### src/rtl/ifetch_pkg.sv
// Shared widths, fetch-entry payload and PC alignment helper for the fetch unit.
package ifetch_pkg;

    localparam int unsigned PC_W    = 16;
    localparam int unsigned INSTR_W = 32;
    localparam int unsigned CNT_W   = 2;

    // One buffered instruction together with the address it was fetched from.
    typedef struct packed {
        logic [PC_W-1:0]    pc;
        logic [INSTR_W-1:0] instr;
    } fetch_entry_t;

    // Force a byte address onto a word boundary.
    function automatic logic [PC_W-1:0] align_pc(input logic [PC_W-1:0] addr);
        return {addr[PC_W-1:2], 2'b00};
    endfunction

endpackage

### src/rtl/ifetch_unit_fifo.sv
// Two-entry instruction buffer with synchronous flush and simultaneous push/pop.
module fetch_fifo
    import ifetch_pkg::*;
#(
    parameter int unsigned DEPTH = 2
) (
    input  logic               clk,
    input  logic               flush_i,
    input  logic               push_i,
    input  fetch_entry_t       push_data_i,
    input  logic               pop_i,
    output fetch_entry_t       head_o,
    output logic [CNT_W-1:0]   count_o
);

    fetch_entry_t     mem_q [2];
    logic             rd_q;
    logic             wr_q;
    logic [CNT_W-1:0] count_q;
    logic [CNT_W-1:0] count_d;
    logic             do_push;
    logic             do_pop;

    // Qualify push/pop and compute the next occupancy.
    always_comb begin
        do_pop  = 1'b0;
        do_push = 1'b0;
        count_d = count_q;
        do_pop  = pop_i && (count_q != '0);
        do_push = push_i && ((count_q < CNT_W'(DEPTH)) || do_pop);
        if (do_push && !do_pop) begin
            count_d = count_q + CNT_W'(1);
        end else if (do_pop && !do_push) begin
            count_d = count_q - CNT_W'(1);
        end
    end

    // Pointer and occupancy registers; flush empties the buffer at the edge.
    always_ff @(posedge clk) begin
        if (flush_i) begin
            rd_q    <= 1'b0;
            wr_q    <= 1'b0;
            count_q <= '0;
        end else begin
            if (do_push) begin
                wr_q <= ~wr_q;
            end
            if (do_pop) begin
                rd_q <= ~rd_q;
            end
            count_q <= count_d;
        end
    end

    // Entry storage; contents are don't-care while the slot is empty.
    always_ff @(posedge clk) begin
        if (do_push && !flush_i) begin
            mem_q[wr_q] <= push_data_i;
        end
    end

    assign head_o  = mem_q[rd_q];
    assign count_o = count_q;

endmodule

### src/rtl/ifetch_unit.sv
// Instruction fetch: issues sequential word reads, buffers responses, handles redirects.
module ifetch_unit
    import ifetch_pkg::*;
#(
    parameter logic [15:0] RESET_PC   = 16'h0000,
    parameter int unsigned FIFO_DEPTH = 2
) (
    input  logic               clk,
    input  logic               reset,
    output logic               imem_en,
    output logic [PC_W-1:0]    imem_addr,
    input  logic [INSTR_W-1:0] imem_data,
    input  logic               redirect_valid,
    input  logic [PC_W-1:0]    redirect_pc,
    output logic               out_valid,
    input  logic               out_ready,
    output logic [INSTR_W-1:0] out_instr,
    output logic [PC_W-1:0]    out_pc
);

    logic [PC_W-1:0]  pc_q;
    logic [PC_W-1:0]  pc_d;
    logic             inflight_q;
    logic [PC_W-1:0]  inflight_pc_q;
    logic [CNT_W-1:0] fifo_count;
    fetch_entry_t     fifo_head;
    fetch_entry_t     push_entry;
    logic             pop;
    logic             push;
    logic             flush;
    logic             issue;
    logic [2:0]       occupancy;

    // Issue decision, response push qualification and next-PC selection.
    always_comb begin
        pop        = 1'b0;
        push       = 1'b0;
        flush      = 1'b0;
        issue      = 1'b0;
        occupancy  = '0;
        pc_d       = pc_q;
        push_entry = '0;

        pop        = out_valid && out_ready;
        flush      = reset || redirect_valid;
        push       = inflight_q && !flush;
        push_entry = '{pc: inflight_pc_q, instr: imem_data};
        // Buffered plus in-flight must stay below depth once this cycle's pop leaves.
        occupancy  = 3'(fifo_count) + 3'(inflight_q);
        issue      = !reset && !redirect_valid &&
                     (occupancy < (3'(FIFO_DEPTH) + 3'(pop)));

        if (redirect_valid) begin
            pc_d = align_pc(redirect_pc);
        end else if (issue) begin
            pc_d = pc_q + PC_W'(4);
        end
    end

    // PC and in-flight tracking; a dropped issue leaves inflight clear so its data is never pushed.
    always_ff @(posedge clk) begin
        if (reset) begin
            pc_q          <= align_pc(RESET_PC);
            inflight_q    <= 1'b0;
            inflight_pc_q <= '0;
        end else begin
            pc_q          <= pc_d;
            inflight_q    <= issue;
            inflight_pc_q <= pc_q;
        end
    end

    fetch_fifo #(
        .DEPTH (FIFO_DEPTH)
    ) u_fifo (
        .clk         (clk),
        .flush_i     (flush),
        .push_i      (push),
        .push_data_i (push_entry),
        .pop_i       (pop),
        .head_o      (fifo_head),
        .count_o     (fifo_count)
    );

    assign imem_en   = issue;
    assign imem_addr = pc_q;
    assign out_valid = (fifo_count != '0) && !reset;
    assign out_instr = fifo_head.instr;
    assign out_pc    = fifo_head.pc;

endmodule

### config.mk
export PLATFORM = sky130hd
export DESIGN_NAME = ifetch_unit
export DESIGN_NICKNAME = d
export VERILOG_FILES = /design/src/rtl/ifetch_pkg.sv /design/src/rtl/ifetch_unit_fifo.sv /design/src/rtl/ifetch_unit.sv
export SDC_FILE = /design/constraint.sdc
export NUM_CORES = 1
export LEC_CHECK = 0
export CAP_MARGIN = 20
export CORE_ASPECT_RATIO = 1.25
export CORE_MARGIN = 1.5
export CORE_UTILIZATION = 50
export DETAILED_ROUTE_END_ITERATION = 10
export GPL_TIMING_DRIVEN = 0
export PLACE_DENSITY = 0.86
export SYNTH_ARGS = -nofsm -noshare
export SYNTH_HDL_FRONTEND = slang
export SYNTH_HIERARCHICAL = 1
export SYNTH_SLANG_ARGS = --single-unit
### constraint.sdc
create_clock -name clk -period 7.1 [get_ports clk]
set_input_delay 1.42 -clock clk [delete_from_list [all_inputs] [get_ports clk]]
set_output_delay 1.42 -clock clk [all_outputs]
set_load 0.01 [all_outputs]
=== Word-level counts from Yosys, hierarchy flattened ===
Memories as Yosys holds them, arrays and structs flattened. A register that Yosys moved wholly into a read port is not among the register bits.
Cells that the tools add are included.

* Bits in registers: 37
* Bits in latches: 0
* Bits in writable memories: 96
* Bits in read-only memories: 0
* Input bits: 52
* Output and inout bits: 66
* Logic and storage cells: 46
* Memories kept: 1

* Add/subtract/negate cells: 5
* Multipliers: 0
* Div/mod/pow operators: 0
* Magnitude comparators: 2
* Equality and inequality tests: 0
* Shift-type cells: 0
* Multiplexer cells: 8
* Bitwise gates (word level): 2
* Reductions and logical operators: 21

{| class="wikitable"
|+ Memories
! name !! depth !! bits a word !! read ports !! clocked after Yosys merged registers in !! write ports !! line !! RTL
|-
| u_fifo.mem_q || 2 || 48 || 1 || 1 || 1 || ifetch_unit_fifo.sv:16 || <nowiki>fetch_entry_t mem_q [2];</nowiki>
|}

{| class="wikitable"
|+ Operators by type and width
! operator !! count
|-
| 16-bit two-way mux || 2
|-
| 16-bit by 3-bit adder with 16-bit output (second input constant) || 1
|-
| 1-bit logical AND || 10
|-
| 2-bit nonzero test || 3
|-
| 1-bit logical NOT || 5
|-
| 1-bit two-way mux || 4
|-
| 2-bit two-way mux || 2
|-
| 2-bit by 1-bit adder with 3-bit output || 1
|-
| 2-bit by 1-bit adder with 3-bit output (first input constant) || 1
|-
| 3-bit less-than comparator || 1
|-
| 2-bit by 1-bit adder with 2-bit output (second input constant) || 1
|-
| 1-bit logical OR || 2
|-
| 2-bit less-than comparator (second input constant) || 1
|-
| 1-bit inverter || 2
|-
| 2-bit OR reduction || 1
|-
| 2-bit by 1-bit subtractor with 2-bit output (second input constant) || 1
|}

=== Depth between registers and ports, before layout ===
Gate-level depths: netlist of the first run.

* Word-level depth: 10
* Depth in mapped cells: 9

=== Cells and area by module ===
Netlist of the first run, hierarchy kept.

{| class="wikitable"
|+ Modules (own cells, without submodules)
! module !! instances !! cells each !! area an instance (sq um)
|-
| fetch_fifo || 1 || 174 || 3687.3
|-
| ifetch_unit || 1 || 157 || 1346.3
|}

=== Least setup slack after synthesis of the first run ===
Ideal clock, no wire load.

* Path type: in2reg
* From: input port redirect_valid
* To: memory u_fifo/mem_q[1][0] (netlist bit) (enable)
* Library setup time: 0.523 ns
* Arrival: 5.757 ns
* Path slack: 0.820 ns
* Stages on the path: 5
* Path buffers: 1
* Path through: buf_1 > or2_2 > nor2_1 > nand2b_1 > nor3b_1

* Word-level cells in the longest chain between the ends: 7

{| class="wikitable"
|+ RTL lines
! element !! line !! RTL
|-
| start, declared || ifetch_unit.sv:13 || <nowiki>input logic redirect_valid,</nowiki>
|-
| 1-bit logical OR || ifetch_unit.sv:45 || <nowiki>flush = reset || redirect_valid;</nowiki>
|-
| via flush || ifetch_unit.sv:30 || <nowiki>logic flush;</nowiki>
|-
| 1-bit logical NOT || ifetch_unit.sv:46 || <nowiki>push = inflight_q && !flush;</nowiki>
|-
| 1-bit logical AND || ifetch_unit.sv:46 ||
|-
| via push || ifetch_unit.sv:29 || <nowiki>logic push;</nowiki>
|-
| 1-bit logical AND || ifetch_unit_fifo.sv:30 || <nowiki>do_push = push_i && ((count_q < CNT_W'(DEPTH)) || do_pop);</nowiki>
|-
| 1-bit logical AND || ifetch_unit_fifo.sv:57 || <nowiki>if (do_push && !flush_i) begin</nowiki>
|-
| 1-bit two-way mux || ifetch_unit_fifo.sv:57 ||
|-
| 1-bit two-way mux (not written as such) || ifetch_unit_fifo.sv:58 || <nowiki>mem_q[wr_q] <= push_data_i;</nowiki>
|-
| end, declared || ifetch_unit_fifo.sv:16 ||
|}

The timed path passes the listed nets, and every way through them passes these cells.

=== Final worst setup path of the first run ===
* From: input port reset
* To: output port imem_en

* Word-level cells in the longest chain between the ends: 6
* Elaborated cells on any way between the ends: 7

{| class="wikitable"
|+ RTL lines
! element !! line !! RTL
|-
| start, declared || ifetch_unit.sv:9 || <nowiki>input logic reset,</nowiki>
|-
| 1-bit logical NOT (*) || ifetch_unit.sv:50, ifetch_unit.sv:87 ||
|-
| 1-bit logical AND || ifetch_unit.sv:87 || <nowiki>assign out_valid = (fifo_count != '0) && !reset;</nowiki>
|-
| 1-bit logical AND || ifetch_unit.sv:44 || <nowiki>pop = out_valid && out_ready;</nowiki>
|-
| 2-bit by 1-bit adder with 3-bit output || ifetch_unit.sv:51 || <nowiki>(occupancy < (3'(FIFO_DEPTH) + 3'(pop)));</nowiki>
|-
| 3-bit less-than comparator || ifetch_unit.sv:51 ||
|-
| 1-bit logical AND (*) || ifetch_unit.sv:50 || <nowiki>issue = !reset && !redirect_valid &&</nowiki>
|-
| end, declared || ifetch_unit.sv:10 || <nowiki>output logic imem_en,</nowiki>
|}

Every way passes the cells marked *; elsewhere a longest branch is shown, timed or not.

==> results list, run 1 <==
- Top library cells by usage in the layout, fill and taps aside: clkdlybuf4s50_1 (113), edfxtp_1 (96), mux2_2 (48)
* Worst slew margin relative to its limit: 0.485
* Wire length after detailed routing: ~11000 um
- Synthesis instantiated 38 different standard cells from the library.
* Fin cells: roughly 620
- Outcome: finished, final reports clean
* FMAX: around 0.21 GHz
* Initial antenna violation count: 0
* Detailed placement HPWL: approximately 7000 um
- The die covers 10700 um^2.
- The first detailed-routing pass took 4 iterations.
* Setup WS pre-CTS: around 2.3 ns
- Yosys warnings: 6
* CP max FO: 10
* Post-detailed-route DRC marker count: 0
* Min-Delay Path Class: reg2reg
- GRT Total Usage: 0.212
* Required time of the critical path: between 5 and 6 ns
- The clock tree synthesis step divided the H-tree into 4 levels.
- Nature of the critical path startpoint: input pin
- Sequential-to-total area share from yosys stat: 0.708
- Via density: between 5 and 6
- The share of synthesized area in the top cell type comes to 0.573.
* Finish-stage setup viols: 0
- Synth top area cells: edfxtp_1 (57%), dfxtp_1 (14%), mux2_2 (11%)
- For this design the static power due to leakage is 2.49 nW.
- Power spread over the standard cell area amounts to about 250 nW/um^2.
- Vias after detailed routing: 3209
* Die Width: approximately 93 um
* Maximum number of pins on one net before global-route repair: 17
- Leading cell type in the layout, fill and taps excluded: clkdlybuf4s50_1
* Wire length of the first global-routing pass: ~17000 um
- Once detail routing completed, the nets flagged for antenna violations numbered 0.
* Clock-pin slew on the worst setup and hold paths: 0.05 ns
- For this run the aggregate overflow at the end of global routing stands at 0.
* Shortest period the worst path allows: 4.78 ns
* Instance count of the mapped netlist: between 300 and 400
- DRC violation total after the first TritonRoute iteration: 170
* Height of the die: 115 um
- Post-placement cell area: approximately 6400 um^2
- TritonCTS created 17 clock buffers.
- The worst-case IR drop observed on VDD is between 150 and 200 uV.
- Design Power: approximately 0.0018 W
- Final Cell Area: 7030 um^2
- Wire length per cell: roughly 17 um
* Netlist Area Pre-Place: approximately 5000 um^2
- Hold violation count in the final report: 0
- Of the cells placed in the final design, the portion with a size suffix greater than 1 is 0.194.
- Between clock sinks in the finished design, the worst skew comes to between 0.006 and 0.007 ns.
- I/O pins: around 120
- Across the run, the number of max-cap violations was 0.
- The floorplan step defined a core boundary enclosing approximately 10000 um^2.
* Final WS setup: between 2 and 2.5 ns
* Final sum of negative setup slack: 0 ns
* Actual slew at the worst max-slew pin: 0.768 ns
* Antenna diode count: 0
- Synthesized flop and latch total: 130
* Category of the critical setup timing path: in2out
* Unrepaired setup endpoints after global routing: false
- After detailed placement, the design holds a cell count of between 500 and 600.
* Port buffer count: 113
- Post-CTS setup repair buffer count: 0
- Number of global-route vias before repair: between 3000 and 4000
- Clk sink count: 130
- The initialized floorplan defines 40 standard-cell rows.
- In the final design database the tool counted 532 nets.
* Mean cell area of the mapped netlist: roughly 15 um^2
- After clock tree synthesis, the flow added hold-fix buffers numbering 0.
- The number of pins exceeding their max-slew limit in the final report is 0.
* Insertion delay to the later sink of the worst-skew pair: 0.40 ns
* Post-CTS Resized: 0
* Maximum buffer depth of the clock tree: 2
- TritonCTS clock tree: yes
* Biggest area consumer among synthesized cells: edfxtp_1
- Part of the cycle the worst path needs: 0.674
- From synthesis to final layout, the design area changed by 39.7%.
- The initial utilization of the core area, before any placement, comes to 0.518.
* CTS Root Cell: clkbuf_16
- For the worst setup path, the data arrival time is 3.36 ns.
- STA classifies the critical path endpoint as an output pin.
- At the end of routability-driven placement, the weighted congestion stood at slightly below 0.9.
==> Yosys cell counts <==
| library cell | count |
|---|---|
| or3_1 | 8 |
| or4_1 | 1 |
| conb_1 | 1 |
| buf_4 | 2 |
| or2_2 | 1 |
| nand3_1 | 5 |
| buf_6 | 3 |
| xor2_1 | 5 |
| a31oi_1 | 7 |
| a21oi_1 | 8 |
| nand2b_1 | 4 |
| clkbuf_1 | 7 |
| buf_1 | 1 |
| nand4_1 | 2 |
| and4_1 | 2 |
| ha_1 | 4 |
| and3_1 | 2 |
| dfxtp_1 | 34 |
| or2_0 | 1 |
| o21ai_0 | 9 |
| edfxtp_1 | 96 |
| and2_1 | 1 |
| a22oi_1 | 1 |
| nor4_1 | 6 |
| nand2_1 | 10 |
| nor2_1 | 10 |
| mux2_1 | 1 |
| nor3_1 | 1 |
| nor3b_1 | 1 |
| o22ai_1 | 2 |
| o31a_1 | 6 |
| mux2_2 | 48 |
| inv_1 | 12 |
| a2111oi_2 | 2 |
| o21ba_2 | 1 |
| buf_2 | 3 |
| nor2b_1 | 21 |
| o31ai_1 | 2 |
==> stage by stage <==
stage                     utilization  hold WS (ns)
final                           0.724         0.424
after global routing            0.724         0.430
after CTS                       0.724         0.423
after detailed placement        0.664         0.411
after global placement          0.653         0.407
after floorplan                     -         0.404
==> logic make-up (layout without fill, tap and decap cells) <==
kind of cell | after synthesis | count (layout) | synth area share
AO/OA/AOI/OAI | 38 | 38 | 0.0510
XOR/XNOR | 5 | 5 | 0.00870
adder cells (fa/ha/maj) | 4 | 4 | 0.00994
buffers and inverters | 28 | 181 | 0.0276
flip-flops | 130 | 130 | 0.708
multiplexers | 49 | 49 | 0.110
other | 1 | 6 | 0.000745
AND/OR/NAND/NOR | 76 | 76 | 0.0845
==> critical path, cell delays in order <==
cell	delay, ns
clkdlybuf4s50_1	0.53
o21ba_2	0.20
a31oi_1	0.23
clkbuf_1	0.41
inv_1	0.08
clkdlybuf4s50_1	0.49
==> state kept, by name, indices dropped and copies added, names as in the netlist, named ones only <==
| register | cells |
|---|---|
| imem_addr | 14 |
| inflight_pc_q | 14 |
| u_fifo/mem_q | 96 |
| u_fifo/count_o | 2 |
| u_fifo/wr_q | 1 |
| inflight_q | 1 |
| u_fifo/rd_q | 1 |
==> path summary, 6_finish.rpt <==
kind	from	endpoint	slack, ns	depth (start not counted)
setup / recovery	reset	imem_en	2.32	6
hold / removal	inflight_pc_q[14]	u_fifo/mem_q[0][46]	0.42	0
setup reg to reg	u_fifo/count_o[0]	u_fifo/mem_q[1][3]	4.66	7
hold reg to reg	inflight_pc_q[14]	u_fifo/mem_q[0][46]	0.42	0
==> layer usage <==
metal,vias up,part of all wire,global-route usage
met3,6,0.060,0.0642
li1,1526,-,-
met2,122,0.54,0.382
met1,1555,0.39,0.235
met4,0,0.0086,0.0808
met5,-,0,0
==> cell type report <==
cell class / count / area (um^2)
repair buffers: 121 / 1230
flip-flops and latches: 130 / 3560
clock inverters: 3 / 40.0
inverters: 12 / 45.0
plain buffers: 16 / 93.8
clock buffers: 29 / 543
multi-input cells: 178 / 1360
well taps: 126 / 158
fillers: 630 / 2680
==> report_power, final <==
group | total, W | switching (W) | internal [W]
Combinational | 0.0000849 | 0.0000343 | 0.0000506
Sequential | 0.000838 | 0.0000118 | 0.000826
Clock | 0.000831 | 0.000280 | 0.000551
Total | 0.00175 | 0.000327 | 0.00143
Power figures use the tool's default switching activity.
==> run 2, diff against run 1 <==
==> constraint.sdc (replaced) <==
create_clock -name clk -period 4.45 [get_ports clk]
set_input_delay 0.89 -clock clk [delete_from_list [all_inputs] [get_ports clk]]
set_output_delay 0.89 -clock clk [all_outputs]
set_load 0.01 [all_outputs]
==> run 2 against run 1 <==
- critical path depth did not move
- largest power group is now the clock network
- flip-flop and latch count is the same
- cell count fell by 0.65%
==> results list, run 2 (synthesis results as in run 1) <==
* Outcome: finished, final reports clean
* Design Power: ~0.0029 W
- The initial utilization of the core area, before any placement, comes to 0.518.
* Height of the die: 115 um
- Category of the critical setup timing path: in2out
* DRC violation total after the first TritonRoute iteration: about 130
- Global routing finished with a remaining overflow of 0.
- The register with the most flip-flops in the layout has between 90 and 100 of them.
* Wire length per cell: around 18 um
* Die Area: 10700 um^2
- Worst slew margin relative to its limit: 0.404
- Final sum of negative setup slack: 0 ns
- Data on the critical path arrives at its endpoint at 2.90 ns.
- In this run the number of H-tree levels came out at 4.
- Leading cell type in the layout, fill and taps excluded: clkdlybuf4s50_1
- Number of maximum-capacitance constraint violations: 0
* Clk sink count: between 100 and 150
* Sequential cell area: 3560 um^2
- In this run the worst hold path is classified as reg2reg.
- Count of hold buffers inserted by post-cts repair: 0
- Finish-stage setup viols: 0
- Cell with the most instances on the worst path: clkdlybuf4s50_1
- Post-CTS setup repair buffer count: 0
- CTS Root Cell: clkbuf_16
* Fill cell instance count of the final layout: ~630
- Input and output buffers added on the ports amount to approximately 110.
* Footprint of the multi-input gates: ~1400 um^2
- The via count of the first global-routing pass came to roughly 3300.
- The worst setup path is launched from an input pin.
- The number of antenna violations at the first check in global routing is 0.
- In the layout the commonest cells are clkdlybuf4s50_1 (113), edfxtp_1 (96), mux2_2 (48).
* CP max FO: 10
- Dividing the final minimum period by the clock period gives 0.851.
- Cells along the critical path: clkdlybuf4s50_1 > o21ba_2 > a31oi_1 > clkbuf_1 > inv_1 > clkdlybuf4s50_1
* Row count: 40
* Post-detailed-route DRC marker count: 0
- Fin nets: about 530
- For this block, the via count after detailed routing is 3204.
- The die is slightly above 90 um wide.
* First-pass iteration count of the detailed router: 4
- Required time of the critical path: ~3.6 ns
- In the final layout, the share of cells above drive strength 1 is 0.202.
* Final max-slew violation count: 0
- Counting along the longest clock path gives a buffer depth of 2.
* Crit path max-delay cell type: clkdlybuf4s50_1
- Hold violation count in the final report: 0
- After detailed routing, the total wire length is 10900 um.
* Register with the most flip-flops: u_fifo/mem_q
* FMAX: between 0.2 and 0.3 GHz
- After clock tree synthesis, the repair step resized 0 gates.
- At the pin with the least slew margin, the transition time is 0.893 ns.
- After clock tree synthesis, the clock-pin slew on the worst setup and hold paths is ~0.060 ns.
- GRT Total Usage: 0.219
- Number of CTS-inserted buffers: 17
* Crit end category: output pin
- Between clock sinks in the finished design, the worst skew comes to about 0.0066 ns.
* Leak pwr: 2.52 nW
- Setup repair after global routing left no endpoint under its margin.
- The clock reaches the later pin of the worst-skew pair after 0.41 ns.
* Core area: roughly 10000 um^2
- Longest individual stage delay on the worst path: about 0.55 ns
- The first global-routing pass estimated ~17000 um of wire.
- The count of nets left with antenna violations once routing finished came out at 0.
- TritonCTS built the clock tree.
- Antenna diode count: 0
- During I/O placement, the number of pins put on the boundary was ~120.
* Power density cells: 407 nW/um^2
- Setup slack of the worst register-to-register path: roughly 1.8 ns
- Subtracting the final worst setup slack from the clock period gives 3.79 ns.
- Using the TritonRoute via totals, the vias-per-cell ratio works out to approximately 5.2.
* Detailed placement HPWL: about 7000 um
- The area growth from synthesis to layout is 40.7%.
- Worst VDD drop: roughly 310 uV
- At the end of routability-driven placement, the weighted congestion stood at 0.854.
- Entering global routing, the biggest net connects 19 pins.
-- run 2: cell count changes in the layout (fill, tap and decap cells not counted), moves of 2 or more --
cell and change:
inv_4 +3, clkbuf_1 -7, buf_6 -6, clkbuf_8 -3
inv_6 +2, clkinv_4 +5, buf_16 +3
-- run 2: layout make-up --
cell class	count	area share
Sequential cell	130	0.503
Timing Repair Buffer	117	0.173
Tap cell	126	0.0223
Inverter	12	0.00636
Multi-Input combinational cell	178	0.194
Clock buffer	19	0.0671
Buffer	16	0.0133
Clock inverter	13	0.0205
-- run 2: worst paths after layout --
kind / start / to / cells past startpoint
max: reset / imem_en / 6
min: inflight_pc_q[13] / u_fifo/mem_q[0][45] / 0
max reg2reg: u_fifo/count_o[0] / u_fifo/mem_q[1][8] / 7
min reg2reg: inflight_pc_q[13] / u_fifo/mem_q[0][45] / 0
-- run 2: stage by stage --
| stage | cell area, um^2 | util | hold WS, ns | setup WS (ns) | cells |
|---|---|---|---|---|---|
| after global routing | 7080 | 0.729 | 0.440 | 0.588 | 611 |
| after detailed placement | 6460 | 0.665 | 0.416 | 0.372 | 579 |
| after CTS | 7080 | 0.729 | 0.430 | 0.675 | 611 |
| after global placement | 6350 | 0.654 | 0.407 | -1.22 | 575 |
| after floorplan | 5060 | - | 0.404 | 0.367 | 336 |
| final | 7080 | 0.729 | 0.430 | 0.663 | 611 |
-- run 2: power breakdown --
group	internal (W)	switching (W)	total (W)
Combinational	0.0000811	0.0000546	0.000136
Clock	0.000898	0.000512	0.00141
Sequential	0.00132	0.0000186	0.00134
-- run 2: layer usage --
metal	up-vias	share of wire	GRT usage
met5	-	0	0
met1	1559	0.39	0.247
met3	6	0.063	0.0840
met4	0	0.0077	0.0707
met2	126	0.54	0.384
li1	1513	-	-
-- run 2: worst max-delay path: cells and delay by family --
kind	cells	cell delay [ns]
buf+inv	4	1.53
compound gates	2	0.48
==> run 3, diff against run 2 <==
--- a/config.mk
+++ b/config.mk
@@ -5,13 +5,12 @@
 export SDC_FILE = /design/constraint.sdc
 export NUM_CORES = 1
 export LEC_CHECK = 0
-export CAP_MARGIN = 20
-export CORE_ASPECT_RATIO = 1.25
+export CORE_ASPECT_RATIO = 1.2
 export CORE_MARGIN = 1.5
 export CORE_UTILIZATION = 50
 export DETAILED_ROUTE_END_ITERATION = 10
 export GPL_TIMING_DRIVEN = 0
-export PLACE_DENSITY = 0.86
+export PLACE_DENSITY = 0.8
 export SYNTH_ARGS = -nofsm -noshare
 export SYNTH_HDL_FRONTEND = slang
 export SYNTH_HIERARCHICAL = 1
==> run 3 against run 2 <==
- clock power shrank 13%
- flip-flop and latch count unchanged
- sequential power is essentially flat
- non-clock buffer count rose by 2
- utilization shrank 0.35 points
- register-to-register slack better by 0.32 ns
- fmax decreased by 0.20%
- count of clock-buffer cells in the layout is 8 higher
- largest cell class unchanged
- first-iteration DRC count fell by 4.0%
==> results list, run 3 (synthesis results as in run 1) <==
- The number of pins exceeding their max-slew limit in the final report is 0.
- Cells along the critical path: clkdlybuf4s50_1 > o21ba_2 > a31oi_1 > clkbuf_1 > inv_1 > clkdlybuf4s50_1
- Layout cell share with drive strength beyond 1: 0.191
- Measured against its own limit, the worst slew margin works out to 0.477.
- Row count: 39
* Height of the die: about 110 um
- Leak pwr: about 2.5 nW
* Vias after detailed routing: approximately 3100
* Die Width: between 90 and 100 um
* FMAX: around 0.26 GHz
* Buf+Inv Stages, Crit Path: 4
- Initial antenna violation count: 0
- Die Area: about 11000 um^2
* CP Data Arrival Time: around 2.9 ns
- Required time of the critical path: around 3.6 ns
- Across the routed clock network, the largest skew measured is between 0.008 and 0.009 ns.
- The layout has approximately 630 filler cells.
- RD Place Congestion: 0.853
* First-pass iteration count of the detailed router: 4
* DRC violation total after the first TritonRoute iteration: about 120
- Clock-pin slew on the worst setup and hold paths: approximately 0.05 ns
- The register with the most flip-flops in the layout has between 90 and 100 of them.
- The tree is rooted in a clkbuf_16.
- STA classifies the critical path startpoint as an input pin.
- The slowest stage of the critical path is the clkdlybuf4s50_1 cell.
* Worst VDD drop: 304 uV
- STA classifies the critical path endpoint as an output pin.
- Longest individual stage delay on the worst path: 0.55 ns
* Via density: ~5.1
* Min-Delay Path Class: reg2reg
* Top library cells by usage in the layout, fill and taps aside: clkdlybuf4s50_1 (113), edfxtp_1 (96), mux2_2 (48)
- I/O pins: 118
* Design Power: approximately 0.0027 W
- The number of gates resized after CTS was 0.
- Core area: just under 10000 um^2
- The tool flagged a number of max-cap violations equal to 0.
* Hold violation count in the final report: 0
* Overflow after GRT: 0
* Wire length of the first global-routing pass: about 16000 um
* Number of antenna-violating nets in the routed design: 0
- Number of global-route vias before repair: ~3200
- Setup violations remaining at the end of the flow were counted as 0.
- Shortest period the worst path allows: between 3 and 4 ns
- Leading cell type in the layout, fill and taps excluded: clkdlybuf4s50_1
- The clock tree synthesis step divided the H-tree into 4 levels.
* Antenna diode count: 0
* Number of CTS-inserted buffers: 17
- Detailed placement HPWL: a little under 7000 um
- Unrepaired setup endpoints after global routing: false
- The critical path is of the in2out type.
- Maximum number of pins on one net before global-route repair: 19
- TritonCTS clock tree: yes
- Share of the core filled with cells: 0.726
* Fin nets: 530
- Power spread over the standard cell area amounts to 385 nW/um^2.
* GRT Total Usage: 0.197
- The cell that appears most often on the critical path is clkdlybuf4s50_1.
* Part of the cycle the worst path needs: 0.853
* Area delta synth->final: 39.3%
* Register with the most flip-flops: u_fifo/mem_q
* Actual slew at the worst max-slew pin: approximately 0.8 ns
- The later pin in the worst-skew pair is clocked with a latency of 0.41 ns.
* CP max FO: 10
* Wire length per cell: 16.0 um
- Outcome: finished, final reports clean
* Initial standard-cell utilization of the core: 0.521
- Top delay family on crit path: buffers and inverters
- Maximum buffer depth of the clock tree: 2
* Post-detailed-route DRC marker count: 0
- Wire length after detailed routing: about 10000 um
- Count of hold buffers inserted by post-cts repair: 0
- Clk sink count: 130
- In this run the post-CTS setup repair buffer count came out at 0.
- The count of buffers added on input and output ports is roughly 110.
==> run 3: per-stage QoR <==
stage          hold WS (ns)  TNS, ns  std cells  instance area [um^2]  worst slack (ns)
2_1_floorplan         0.404        0        336                  5060             0.367
3_3_place_gp          0.405  -119.41        572                  6350             -1.25
3_5_place_dp          0.416        0        578                  6470             0.682
4_1_cts               0.425        0        610                  7010             0.658
5_1_grt               0.429        0        610                  7010             0.547
6_report              0.429        0        610                  7010             0.655
==> run 3: path summary, 6_finish.rpt <==
check / start / endpoint / slack, ns / cells after the start
max: reset / imem_en / 0.66 / 6
max reg2reg: u_fifo/count_o[0] / u_fifo/mem_q[0][28] / 2.15 / 7
min: inflight_pc_q[3] / u_fifo/mem_q[0][35] / 0.43 / 0
min reg2reg: inflight_pc_q[3] / u_fifo/mem_q[0][35] / 0.43 / 0
==> run 3: area by class of cell <==
| type | instances | area (um^2) | share of cell area |
|---|---|---|---|
| Timing Repair Buffer | 119 | 1250 | 0.178 |
| Buffer | 16 | 93.8 | 0.0134 |
| Clock inverter | 5 | 23.8 | 0.00339 |
| Tap cell | 123 | 154 | 0.0219 |
| Clock buffer | 27 | 514 | 0.0733 |
| Sequential cell | 130 | 3560 | 0.508 |
| Inverter | 12 | 45.0 | 0.00642 |
| Multi-Input combinational cell | 178 | 1370 | 0.196 |
==> run 3: power breakdown <==
group | internal, W | leakage, nW | switching (W) | total (W)
combinational | 0.0000809 | 1.05 | 0.0000526 | 0.000134
clock | 0.000783 | 0.268 | 0.000448 | 0.00123
sequential | 0.00132 | 1.17 | 0.0000184 | 0.00134
==> run 3: metal layers <==
layer,vias to the layer above,global-route usage,wire length [um]
li1,1527,-,-
met1,1450,0.230,4000
met2,124,0.327,4920
met3,10,0.0739,752
met4,0,0.0796,97
met5,-,0,0
